<file path="src/rtl/tag_rx_ctrl_multihop.sv">
// tag_rx_ctrl_multihop: tag RX sequencer running LOC_SYNC then NUM_HOPS (HOP_SYNC, HOP_RX) pairs,
// replacing IQ with sync markers during sync phases.  Rev 1.0
`default_nettype none

module tag_rx_ctrl_multihop #(
  parameter int DATA_WIDTH       = 16,
  parameter int LOC_SYNC_N       = 8192,
  parameter int HOP_SYNC_N       = 8192,
  parameter int FIRST_HOP_SYNC_N = 24576,
  parameter int HOP_RX_N         = 16385,
  parameter int NUM_HOPS         = 64,
  parameter int IDLE_LIMIT       = 32768,
  parameter int SYNC_AMP         = 32000
) (
  input  logic                       clk,
  input  logic                       reset_n,
  input  logic                       sync_trig,
  input  logic                       scan_trig,
  input  logic                       abort,
  input  logic [DATA_WIDTH-1:0]      irx_in,
  input  logic [DATA_WIDTH-1:0]      qrx_in,
  output logic [DATA_WIDTH-1:0]      irx_out,
  output logic [DATA_WIDTH-1:0]      qrx_out,
  output logic                       rx_valid,
  output logic                       sync_ready,
  output logic [1:0]                 rx_state,
  output logic [$clog2(NUM_HOPS):0]  hop_idx,
  output logic [DATA_WIDTH-1:0]      counter_sync
);

  localparam int HOP_W = $clog2(NUM_HOPS) + 1;

  localparam logic [DATA_WIDTH-1:0] LOC_LOAD   = DATA_WIDTH'(LOC_SYNC_N - 1);
  localparam logic [DATA_WIDTH-1:0] HOP_LOAD   = DATA_WIDTH'(HOP_SYNC_N - 1);
  localparam logic [DATA_WIDTH-1:0] FIRST_LOAD = DATA_WIDTH'(FIRST_HOP_SYNC_N - 1);
  localparam logic [DATA_WIDTH-1:0] RX_LOAD    = DATA_WIDTH'(HOP_RX_N - 1);
  localparam logic [DATA_WIDTH:0]   IDLE_MAX   = (DATA_WIDTH+1)'(IDLE_LIMIT);
  localparam logic [HOP_W-1:0]      LAST_HOP   = HOP_W'(NUM_HOPS - 1);
  localparam logic [DATA_WIDTH-1:0] AMP_POS    = DATA_WIDTH'(SYNC_AMP);
  localparam logic [DATA_WIDTH-1:0] AMP_NEG    = DATA_WIDTH'(-SYNC_AMP);

  typedef enum logic [1:0] {
    ST_IDLE     = 2'd0,
    ST_LOC_SYNC = 2'd1,
    ST_HOP_SYNC = 2'd2,
    ST_HOP_RX   = 2'd3
  } state_t;

  state_t                r_state, w_state_nxt;
  logic [DATA_WIDTH-1:0] r_counter, w_counter_nxt;
  logic [HOP_W-1:0]      r_hop, w_hop_nxt;
  logic [DATA_WIDTH:0]   r_idle_cnt, w_idle_cnt_nxt;
  logic                  r_rx_valid, w_rx_valid_nxt;
  logic                  r_scan_mode, w_scan_mode_nxt;
  logic                  r_trig_s1, r_trig_s2, r_trig_s3, r_trig_edge;
  logic                  r_scan_s1, r_scan_s2;
  logic                  w_cnt_zero;
  logic [DATA_WIDTH:0]   w_idle_inc;

  // Edge is registered so a pin sampled high at edge k moves the FSM at edge k+3.
  always_ff @(posedge clk or negedge reset_n) begin
    if (!reset_n) begin
      r_trig_s1   <= 1'b0;
      r_trig_s2   <= 1'b0;
      r_trig_s3   <= 1'b0;
      r_trig_edge <= 1'b0;
      r_scan_s1   <= 1'b0;
      r_scan_s2   <= 1'b0;
    end else begin
      r_trig_s1   <= sync_trig;
      r_trig_s2   <= r_trig_s1;
      r_trig_s3   <= r_trig_s2;
      r_trig_edge <= r_trig_s2 & ~r_trig_s3;
      r_scan_s1   <= scan_trig;
      r_scan_s2   <= r_scan_s1;
    end
  end

  always_ff @(posedge clk or negedge reset_n) begin
    if (!reset_n) begin
      r_state     <= ST_IDLE;
      r_counter   <= '0;
      r_hop       <= '0;
      r_idle_cnt  <= IDLE_MAX;
      r_rx_valid  <= 1'b0;
      r_scan_mode <= 1'b0;
    end else begin
      r_state     <= w_state_nxt;
      r_counter   <= w_counter_nxt;
      r_hop       <= w_hop_nxt;
      r_idle_cnt  <= w_idle_cnt_nxt;
      r_rx_valid  <= w_rx_valid_nxt;
      r_scan_mode <= w_scan_mode_nxt;
    end
  end

  assign w_cnt_zero = (r_counter == '0);
  assign w_idle_inc = r_idle_cnt + 1'b1;

  always_comb begin
    w_state_nxt     = r_state;
    w_counter_nxt   = r_counter;
    w_hop_nxt       = r_hop;
    w_idle_cnt_nxt  = r_idle_cnt;
    w_rx_valid_nxt  = r_rx_valid;
    w_scan_mode_nxt = r_scan_mode;
    if (abort) begin
      w_state_nxt    = ST_IDLE;
      w_counter_nxt  = '0;
      w_hop_nxt      = '0;
      w_idle_cnt_nxt = IDLE_MAX;
      w_rx_valid_nxt = 1'b0;
    end else begin
      case (r_state)
        ST_IDLE: begin
          if (r_trig_edge) begin
            w_state_nxt     = ST_LOC_SYNC;
            w_counter_nxt   = LOC_LOAD;
            w_hop_nxt       = '0;
            w_rx_valid_nxt  = 1'b1;
            w_scan_mode_nxt = r_scan_s2;
          end else if (r_idle_cnt < IDLE_MAX) begin
            w_idle_cnt_nxt = w_idle_inc;
            if (w_idle_inc == IDLE_MAX) w_rx_valid_nxt = 1'b0;
          end else begin
            w_rx_valid_nxt = 1'b0;
          end
        end
        ST_LOC_SYNC: begin
          if (w_cnt_zero) begin
            w_state_nxt   = ST_HOP_SYNC;
            w_counter_nxt = r_scan_mode ? HOP_LOAD : FIRST_LOAD;
          end else begin
            w_counter_nxt = r_counter - 1'b1;
          end
        end
        ST_HOP_SYNC: begin
          if (w_cnt_zero) begin
            w_state_nxt   = ST_HOP_RX;
            w_counter_nxt = RX_LOAD;
          end else begin
            w_counter_nxt = r_counter - 1'b1;
          end
        end
        ST_HOP_RX: begin
          if (!w_cnt_zero) begin
            w_counter_nxt = r_counter - 1'b1;
          end else if (r_hop == LAST_HOP) begin
            w_state_nxt    = ST_IDLE;
            w_idle_cnt_nxt = '0;
          end else begin
            w_state_nxt   = ST_HOP_SYNC;
            w_hop_nxt     = r_hop + 1'b1;
            w_counter_nxt = HOP_LOAD;
          end
        end
        default: begin
          w_state_nxt   = ST_IDLE;
          w_counter_nxt = '0;
        end
      endcase
    end
  end

  always_comb begin
    irx_out = irx_in;
    qrx_out = qrx_in;
    case (r_state)
      ST_LOC_SYNC: begin
        irx_out = AMP_NEG;
        qrx_out = '0;
      end
      ST_HOP_SYNC: begin
        irx_out = AMP_POS;
        qrx_out = '0;
      end
      default: begin
        irx_out = irx_in;
        qrx_out = qrx_in;
      end
    endcase
  end

  assign sync_ready   = (r_state == ST_LOC_SYNC) || (r_state == ST_HOP_SYNC);
  assign rx_state     = r_state;
  assign hop_idx      = r_hop;
  assign counter_sync = r_counter;
  assign rx_valid     = r_rx_valid;

endmodule

`default_nettype wire
</file>
<file path="config.mk">
export PLATFORM = sky130hd
export DESIGN_NAME = tag_rx_ctrl_multihop
export DESIGN_NICKNAME = d
export VERILOG_FILES = /design/src/rtl/tag_rx_ctrl_multihop.sv
export SDC_FILE = /design/constraint.sdc
export NUM_CORES = 1
export LEC_CHECK = 0
export BUFFER_PORTS_ARGS = -buffer_cell sky130_fd_sc_hd__buf_2
export CORE_MARGIN = 2
export CORE_UTILIZATION = 40
export CTS_CLUSTER_DIAMETER = 200
export DETAILED_ROUTE_END_ITERATION = 8
export PLACE_DENSITY = 0.66
export SLEW_MARGIN = 0
export SYNTH_ARGS = -nofsm -noshare
export SYNTH_HDL_FRONTEND = slang
export SYNTH_SLANG_ARGS = --single-unit
</file>
<file path="constraint.sdc">
create_clock -name clk -period 6 [get_ports clk]
set_clock_uncertainty 0.15 [all_clocks]
set_input_delay 1.2 -clock clk [delete_from_list [all_inputs] [get_ports clk]]
set_output_delay 1.2 -clock clk [all_outputs]
set_load 0.01 [all_outputs]
</file>
* After elaboration in Yosys (flattened, before gate mapping) *
Index checks and enable logic that the tools add are counted.

cells by class
  reduce and logical (&&, ||, !) cells = 12
  $mul = 0
  bitwise logic cells = 3
  multiplexer cells = 33
  shift operators = 0
  add/sub/neg operators = 3
  magnitude comparators = 1
  equal/unequal tests = 15
  div/mod/pow operators = 0

operators by type and width
  kind                                                                      count
  16-bit 2-to-1 mux                                                         7
  17-bit 2-to-1 mux                                                         5
  16-bit one-hot mux with 4 select lines                                    1
  17-bit one-hot mux with 2 select lines                                    1
  16-bit one-hot mux with 2 select lines                                    1
  7-bit 2-to-1 mux                                                          4
  3-bit != test (second input constant)                                     8
  17-bit by 1-bit adder with 17-bit output (second input constant)          1
  17-bit by 16-bit equality test with 1-bit output (second input constant)  1
  17-bit by 16-bit < comparator with 1-bit output (second input constant)   1
  16-bit logical NOT                                                        1
  16-bit by 1-bit subtractor with 16-bit output (second input constant)     1
  15-bit 2-to-1 mux                                                         1
  7-bit one-hot mux with 2 select lines                                     1
  2-bit 2-to-1 mux                                                          6
  2-bit one-hot mux with 4 select lines                                     1
  4-bit AND reduction                                                       2
  7-bit by 1-bit adder with 7-bit output (second input constant)            1
  7-bit by 6-bit equality test with 1-bit output (second input constant)    1
  1-bit 2-to-1 mux                                                          5
  5-bit AND reduction                                                       1
  2-bit equality test (second input constant)                               2
  4-bit by 3-bit != test with 1-bit output (second input constant)          1
  4-bit != test (second input constant)                                     1
  10 further kinds                                                          12

storage, ports and cells
  bits in writable memories = 0
  memories kept = 0
  memory bits (read-only) = 0
  flip-flop bits (word level) = 50
  output and inout port bits = 59
  logic and storage cells = 79
  input bits = 37
  latch bits = 0

* Logic depth before layout (Yosys ltp) *
Gate-level depths: netlist of run 1.

  depth after elaboration = 7
  depth in mapped cells = 10
  mapped depth without buffers = 7

* Least setup slack after synthesis of run 1 *
Ideal clock, no wire load.

  path type = input to register
  start = input abort
  end = register r_counter[7], in the netlist counter_sync[7]
  required time = 5724 ps
  cell stages on the path = 7
  setup time = 126 ps
  path slack = 2861 ps
  arrival = 2863 ps
  path buffers = 2
  cells stage by stage = buf_2 > nand2b_1 > or4_1 > o31a_1 > and2_4 > buf_6 > a221o_1

on the way
  cells in the longest elaborated chain, start to end = 2
  elaborated cells between the ends (all ways) = 4
  classes of those cells = eq/ne: 2; mux: 1; reduce/logical: 1

RTL lines
  item                                                      line  text
  start, declared                                           19    input logic abort,
  4-bit != test (no line) or 3-bit != test (tied branches)  -
  2-bit AND reduction (no line)                             -
  end signal, assigned                                      89    r_counter <= w_counter_nxt;
  end, declared                                             50    logic [DATA_WIDTH-1:0] r_counter, w_counter_nxt;

Parallel ways exist; a longest one is shown, timed or not.
A chain may end at the register's enable or synchronous reset.

* Worst setup path after layout of run 1 *
  start = register r_state[0], in the netlist rx_state[0]
  end = output irx_out[10]

on the way
  cells in the longest elaborated chain, start to end = 2
  elaborated cells between the ends (all ways) = 3
  classes of those cells = eq/ne: 2; mux: 1

RTL lines
  item                                                                                   line  text
  start, declared                                                                        49    state_t r_state, w_state_nxt;
  start signal, assigned                                                                 88    r_state <= w_state_nxt;
  2-bit equality test or 2-bit by 1-bit equality test with 1-bit output (tied branches)  168   case (r_state)
  16-bit one-hot mux with 2 select lines (*)                                             168
  end, declared                                                                          22    output logic [DATA_WIDTH-1:0] irx_out,

Mark *: on every way between the ends. The rest lies on a longest branch, timed or not.

==> metrics list, run 1 <==
- The first global-routing pass estimated 16300 um of wire.
* Deepest clock path buffer count: 2
* Cell area reported after detailed placement: about 0.0040 mm^2
- Headroom to the max-slew limit: 40.4%
- Top post-synthesis cells by area: sky130_fd_sc_hd__dfrtp_1, sky130_fd_sc_hd__nor2b_1, sky130_fd_sc_hd__o31ai_1
* Final number of max-transition violations: 0
- Maximum level of the CTS H-tree: 2
- After detailed routing, the total wire length is about 9600 um.
- For the worst setup path, the data required time is 4.65 ns.
* Pre-CTS setup slack: 2.72 ns
- For this run, the number of Yosys warnings is 0.
- The flow ran to the end, and the final reports show no timing, DRC or antenna violations.
- In the final design database the tool counted 530 nets.
- Summed over all cells, the static leakage comes to around 0.0019 uW.
- Setup violations remaining at the end of the flow were counted as 0.
* RSZ-0062 raised after global routing: no
- Int Pwr: 776 uW
* # IOs: 96
- Input and output buffers added on the ports amount to 95.
- Fill cell total of the finished layout: 823
- Synth Area per Inst: 8.50 um^2
- Top FF cell, synth: sky130_fd_sc_hd__dfrtp_1
* Yosys reg bits: 50
* Starting DRT DRC Count: 300
* Largest fanout on the critical path: 35
* Hold WS: 0.199 ns
* Top cell type by total area after synthesis: sky130_fd_sc_hd__dfrtp_1
- Compared with the post-synthesis result, the final layout area differs by 18.5%.
* First-pass iteration count of the detailed router: 5
* Insertion delay to the later sink of the worst-skew pair: 0.31 ns
- Combinational logic is responsible for 50.2% of the overall power.
- Via total after detailed routing: 3416
- The sequential cells in the finished layout cover a total of 0.00125 mm^2.
- Cells with a size suffix above 1 make up 24.8% of the layout.
* CTS sink count: 50
* Total DRC errors in the routed layout: 0
- Global routing finished with a remaining overflow of 0.
- Minimum clock period: 3.61 ns
- The final hold violation count was 0.
* Proportion of register bits with asynchronous set or reset after synthesis: 100%
- Highest-count cells in the layout ignoring fill and taps: sky130_fd_sc_hd__buf_2, sky130_fd_sc_hd__dfrtp_1, sky130_fd_sc_hd__nand2_1
- Leading cell type in the layout, fill and taps excluded: sky130_fd_sc_hd__buf_2
* CTS tree: yes
- Post-cts resize count: 0
- Entering global routing, the biggest net connects 51 pins.
* Residual antenna-violating net count after detailed routing: 0
- Power spent charging and discharging nets: ~630 uW
* Number of maximum-capacitance constraint violations: 0
- The worst setup path is launched from a flip-flop.
- ANT cells: 0
- Synthesis produced a netlist whose cell count is 404.
- Cells fill about half of the core in the end.
- Number of global-route vias before repair: 3286
- The congestion estimate from routability-driven global placement came to 0.893.
* All-layer global routing usage: 20.3%
* HP Class: reg -> reg
- Crit path arrival time: 2.26 ns
- The number of antenna violations at the first check in global routing is 0.
- The floorplan step defined a die boundary enclosing 0.00934 mm^2.
- Once the floorplan was initialized, standard cells occupied about two fifths of the core.
* Total area of multi-input combinational cells: 0.00202 mm^2
- Fraction of post-synthesis cell area in the top cell type by area: 35.7%
- Detailed-route wire length per cell: 16.1 um
- The critical path is of the reg -> out type.
* Die outline width: 96.6 um
- Switching part of the total: 44.7%
* CTS Buf Count: 5
- Of the total power, registers draw 32.8%.
- Dividing the final minimum period by the clock period gives 60.1%.
- The region available for standard cell placement spans ~0.0083 mm^2.
* Routed via count divided by cell count: between 5 and 6
- In this run, synthesis inferred 0 flip-flops with an integrated enable.
* Pwr dens: 345 mW/mm^2
* Count of distinct cell types in the synthesized netlist: 68
- Detailed placement finished with a half-perimeter wire length of 6940 um.
- Worst Setup Slack, final: 2.39 ns
- Slew of the pin with the lowest slew margin: about 0.89 ns
- The tree is rooted in a sky130_fd_sc_hd__clkbuf_8.
- Syn Std Cell Area: 0.00343 mm^2
- Clock network power share: 17.0%
- Post-CTS Setup Repair Bufs: 0
- Clock transition at path regs: 0.09 ns
- Worst Setup End Kind: output port
* Final total negative setup slack: 0 ns
- Syn nets: 448
* Upper clock frequency limit: 277 MHz
- Once layout is done, the placed cells without fillers occupy 0.00407 mm^2.
- CTS hold repair buffers: 0
* Vertical die dimension: ~97 um
- Sequential cell area fraction in the yosys report: a little over a third
* Number of placement rows: 33
* Peak supply drop: 130 uV
## final timing paths
check	from	slack, ns	cells after the start	to
max	rx_state[0]	2.39	5	irx_out[10]
min	r_trig_s1	0.20	0	r_trig_s2
max reg2reg	rx_state[0]	2.77	7	r_idle_cnt[13]
min reg2reg	r_trig_s1	0.20	0	r_trig_s2
max in group asynchronous	reset_n	4.40	2	r_trig_s1
min in group asynchronous	reset_n	0.86	2	r_idle_cnt[11]
## synthesized netlist by cell type, types with 4 or more instances
cell type / number
sky130_fd_sc_hd__o21ai_0: 20
sky130_fd_sc_hd__a21oi_1: 13
sky130_fd_sc_hd__nand3_1: 11
sky130_fd_sc_hd__nand4_1: 7
sky130_fd_sc_hd__and2_1: 7
sky130_fd_sc_hd__a221o_1: 7
sky130_fd_sc_hd__ha_1: 7
sky130_fd_sc_hd__nor2b_1: 26
sky130_fd_sc_hd__clkbuf_1: 17
sky130_fd_sc_hd__a311oi_1: 8
sky130_fd_sc_hd__nor2_1: 31
sky130_fd_sc_hd__and3_1: 8
sky130_fd_sc_hd__a21o_1: 4
sky130_fd_sc_hd__nor3_1: 14
sky130_fd_sc_hd__nor4_1: 4
sky130_fd_sc_hd__or2_2: 5
sky130_fd_sc_hd__inv_1: 17
sky130_fd_sc_hd__or3_1: 8
sky130_fd_sc_hd__a31oi_1: 8
sky130_fd_sc_hd__dfrtp_1: 49
sky130_fd_sc_hd__nand2b_1: 4
sky130_fd_sc_hd__o21ai_1: 6
sky130_fd_sc_hd__o31ai_1: 20
sky130_fd_sc_hd__nand2_1: 36
## worst max-delay path: stages (launching register included)
cell	delay [ns]
sky130_fd_sc_hd__dfrtp_1	0.45
sky130_fd_sc_hd__inv_1	0.09
sky130_fd_sc_hd__ha_1	0.88
sky130_fd_sc_hd__nand2_1	0.24
sky130_fd_sc_hd__o21ai_0	0.13
sky130_fd_sc_hd__buf_2	0.16
## cell families after synthesis
group	Yosys count	share of synthesized area, %
and+or+nand+nor	179	28.8
AOI/OAI and AO/OA	123	25.8
DFF	50	36.5
buffers and inverters	39	4.59
adders and majority gates	7	2.55
muxes	4	1.24
xor gates and xnor gates	2	0.510
## state kept, by name (all words and copies together), names as in the netlist, 2 cells and up
| register | count |
|---|---|
| r_idle_cnt | 17 |
| hop_idx | 7 |
| counter_sync | 16 |
| rx_state | 2 |
## area by class of cell
class                   instances  share of cell area (%)
repair buffers                 97                    12.1
clock inverters                 1                   0.738
inverters                      17                    1.57
clock buffers                   7                    1.88
multi-input cells             315                    49.7
flip-flops and latches         50                    30.8
well taps                     105                    3.23
## metal layers
| layer | part of all wire [%] | track usage [%] | up-vias |
|---|---|---|---|
| met5 | 0 | 0 | - |
| met2 | 47 | 32.8 | 86 |
| met1 | 48 | 29.0 | 1634 |
| met4 | 1.2 | 4.55 | 0 |
| met3 | 4.0 | 2.96 | 15 |
| li1 | - | - | 1681 |
## power groups by stage
| stage | clock, uW | combinational, uW | sequential (uW) |
|---|---|---|---|
| floorplan | 0 | 464 | 462 |
| global placement | 0 | 691 | 459 |
| detailed placement | 0 | 700 | 464 |
| CTS | 246 | 702 | 458 |
| global route | 265 | 779 | 468 |
| finish | 239 | 704 | 460 |
## per-stage QoR
step | std cells | total power, uW
6_report | 592 | 1400
5_1_grt | 592 | 1510
4_1_cts | 592 | 1410
3_5_place_dp | 584 | 1160
3_3_place_gp | 584 | 1150
2_1_floorplan | 404 | 926
(Power assumes the default switching activity.)
==> inputs of run 2 (changes only) <==
--- a/config.mk
+++ b/config.mk
@@ -10,7 +10,7 @@
 export CORE_UTILIZATION = 40
 export CTS_CLUSTER_DIAMETER = 200
 export DETAILED_ROUTE_END_ITERATION = 8
-export PLACE_DENSITY = 0.66
+export PLACE_DENSITY = 0.68
 export SLEW_MARGIN = 0
 export SYNTH_ARGS = -nofsm -noshare
 export SYNTH_HDL_FRONTEND = slang
==> constraint.sdc (replaced) <==
create_clock -name clk -period 3.3 [get_ports clk]
set_clock_uncertainty 0.15 [all_clocks]
set_input_delay 0.66 -clock clk [delete_from_list [all_inputs] [get_ports clk]]
set_output_delay 0.66 -clock clk [all_outputs]
set_load 0.01 [all_outputs]
==> run 2 against run 1 <==
Cell area rose by 0.25%. Via count barely moved. Total power rose by 79%. Sequential power rose by 80%. First-iteration DRC count fell by 18%. Non-clock buffer count rose by 2. Global-route usage fell by 0.81 points. Critical path type unchanged. Largest power group unchanged. Highest routed layer unchanged.
==> metrics list, run 2 (synthesis results as in run 1) <==
- Cell at the root of the clock tree: sky130_fd_sc_hd__clkbuf_8
- CTS Buf Count: 5 (unchanged)
* Int Pwr: 1370 uW (+76%)
* CTS hold repair buffers: 0 (unchanged)
* Crit path arrival time: 1.96 ns (-0.30 ns)
- The total DRC errors in the routed layout was 0 (unchanged).
* Final setup violating endpoints: 0 (unchanged)
- Cells traversed along the worst timing path: inv_1 > ha_2 > nand2_1 > o21ai_0 > buf_2
* Minimum clock period: 2.77 ns
- The row count came to 33 (unchanged).
* Max reg flops: 17 (unchanged)
* ANT cells: 0 (unchanged)
- Largest fanout on the critical path: 35 (unchanged)
- Fin crit share: 84.0%
- The number of I/O pins is 96 (unchanged).
- Hold WS: 0.207 ns (+0.00776 ns)
* Routed via count divided by cell count: 5.75 (-0.42%)
* Combined buffer and inverter count along the critical path: 2 (unchanged)
- The number of nets with antenna violations after detailed routing is 0 (unchanged).
* Initial antenna violation count: 0 (unchanged)
- The floorplan core area is 0.00826 mm^2 (unchanged).
- The kind of cell with the highest combined delay along the critical path is adder cells.
* Share of power burned in registers: 33.0% (+0.2 points)
* Number of global-route vias before repair: 3176 (-3.3%)
* Maximum level of the CTS H-tree: 2 (unchanged)
- Insertion delay to the later sink of the worst-skew pair: 0.32 ns (about the same)
* Port Buffers: 95 (unchanged)
- CTS sink count: 50 (unchanged)
- The maximum vdd ir drop came to 287 uV (+120%).
* Status: finished, final reports clean
- Stage delay of the slowest cell on the critical path: 0.65 ns (-0.23 ns)
- The count of max-cap constraint violations came to 0 (unchanged).
- All-layer global routing usage: 19.5% (-0.81 points)
- The actual slew at the worst max-slew pin was 0.851 ns (-0.0420 ns).
- Final total negative setup slack: 0 ns (unchanged)
* First-pass iteration count of the detailed router: 5 (unchanged)
- The top cell types in the final layout, fill and taps aside, are sky130_fd_sc_hd__buf_2, sky130_fd_sc_hd__dfrtp_1, sky130_fd_sc_hd__nand2_1.
- Combinational Power Share: 51.4% (+1.2 points)
- Detailed-route wire length per cell: 15.6 um (-3.3%)
* Starting density of the core: 41.6% (unchanged)
- Critical-path cell with the highest stage delay: sky130_fd_sc_hd__ha_2
* RSZ-0062 raised after global routing: no
- The number of instances resized during post-cts repair came to 0 (unchanged).
* Share of layout cells above drive strength 1: 25.8% (+0.92 points)
- Deepest clock path buffer count: 2 (unchanged)
- Starting DRT DRC Count: 247 (-18%)
- The leakage power total was 0.00189 uW (+0.19%).
- Counting flops per register, the top entry is r_idle_cnt.
- Pwr dens: 615 mW/mm^2 (+78%)
- Area enclosed by the die boundary: 0.00934 mm^2 (unchanged)
- The required time of the critical path was 2.49 ns (-2.16 ns).
* Clock transition at path regs: 0.09 ns (about the same)
* HP Class: reg -> reg
* Leading cell type in the layout, fill and taps excluded: sky130_fd_sc_hd__buf_2
- Power spent charging and discharging nets: 1140 uW (+82%)
- The critical path is of the reg -> out type.
- The pin count of the biggest net entering global routing came to 39 (-24%).
* Clock network power share: 15.6% (-1.4 points)
* First-pass GRT wire length: 15500 um (-4.9%)
- The worst slew slack as a fraction of its limit is 43.2% (+2.8 points).
- Post-detail-place hpwl: 6860 um (-1.2%)
- The via count of the routed design was 3413 (-0.088%).
- WL final: 9270 um (-3.0%)
- Timing would allow up to 361 MHz.
* Final-stage net count: 532 (+0.38%)
* Fin. Hold Viols: 0 (unchanged)
- The width of the chip came to 96.6 um (unchanged).
- Area growth from synthesis to layout: 18.8%
- Worst Setup End Kind: output port
* Final number of max-transition violations: 0 (unchanged)
- The switching part of the total power is 45.5% (+0.84 points).
* Global route total overflow: 0 (unchanged)
- The post-layout utilization of the core is 49.4% (+0.12 points).
- STA classifies the critical path startpoint as a flip-flop.
- The final estimated routing congestion in global placement is 0.905 (+1.3%).
* Vertical die dimension: 96.6 um (unchanged)
- The overall power of the completed layout came to 2510 uW (+79%).
- CTS tree: yes
- Post-CTS Setup Repair Bufs: 0 (unchanged)
-- run 2: cell count changes in the layout (fill, tap and decap cells not counted) --
cell	before	now
sky130_fd_sc_hd__clkbuf_8	5	6
sky130_fd_sc_hd__clkinvlp_4	0	1
sky130_fd_sc_hd__bufinv_16	1	0
sky130_fd_sc_hd__ha_2	0	1
sky130_fd_sc_hd__inv_6	0	1
sky130_fd_sc_hd__clkbuf_1	2	0
sky130_fd_sc_hd__buf_4	2	4
sky130_fd_sc_hd__ha_1	7	6
-- run 2: cell type report --
type	instances	area, um^2
Clock buffer	6	82.6
Clock inverter	2	16.3
Fill cell	804	4180
Inverter	17	63.8
Multi-Input combinational cell	315	2020
Sequential cell	50	1250
Tap cell	105	131
Timing Repair Buffer	99	505
-- run 2: layer usage --
| metal | share of wire (%) | up-vias | track usage (%) | routed length, um |
|---|---|---|---|---|
| li1 | - | 1688 | - | - |
| met1 | 44 | 1584 | 26.7 | 4110 |
| met2 | 48 | 132 | 32.2 | 4480 |
| met3 | 6.5 | 9 | 3.40 | 606 |
| met4 | 0.88 | 0 | 4.77 | 82 |
| met5 | 0 | - | 0 | 0 |
-- run 2: per-stage QoR --
stage               worst slack, ns  instance area [um^2]  std cells
finish                        0.529                  4080        594
global route                  0.236                  4080        594
CTS                           0.246                  4070        594
detailed placement            0.576                  3980        586
global placement              0.607                  3980        586
floorplan                     0.701                  3430        404
-- run 2: path summary, 6_finish.rpt --
path                            startpoint  slack, ns              end  cells after the start
hold / removal                   r_scan_s1       0.21        r_scan_s2                      0
setup reg to reg           counter_sync[0]       0.57       hop_idx[1]                      7
setup / recovery               rx_state[0]       0.53      irx_out[10]                      5
hold reg to reg                  r_scan_s1       0.21        r_scan_s2                      0
min in group asynchronous          reset_n       0.29  counter_sync[8]                      1
max in group asynchronous          reset_n       2.07       hop_idx[5]                      2
-- run 2: power by group through the flow --
stage	registers (uW)	clock network (uW)	logic (uW)
6_report	828	391	1290
2_1_floorplan	840	0	843
3_5_place_dp	838	0	1280
5_1_grt	851	433	1420
4_1_cts	827	398	1280
3_3_place_gp	834	0	1260
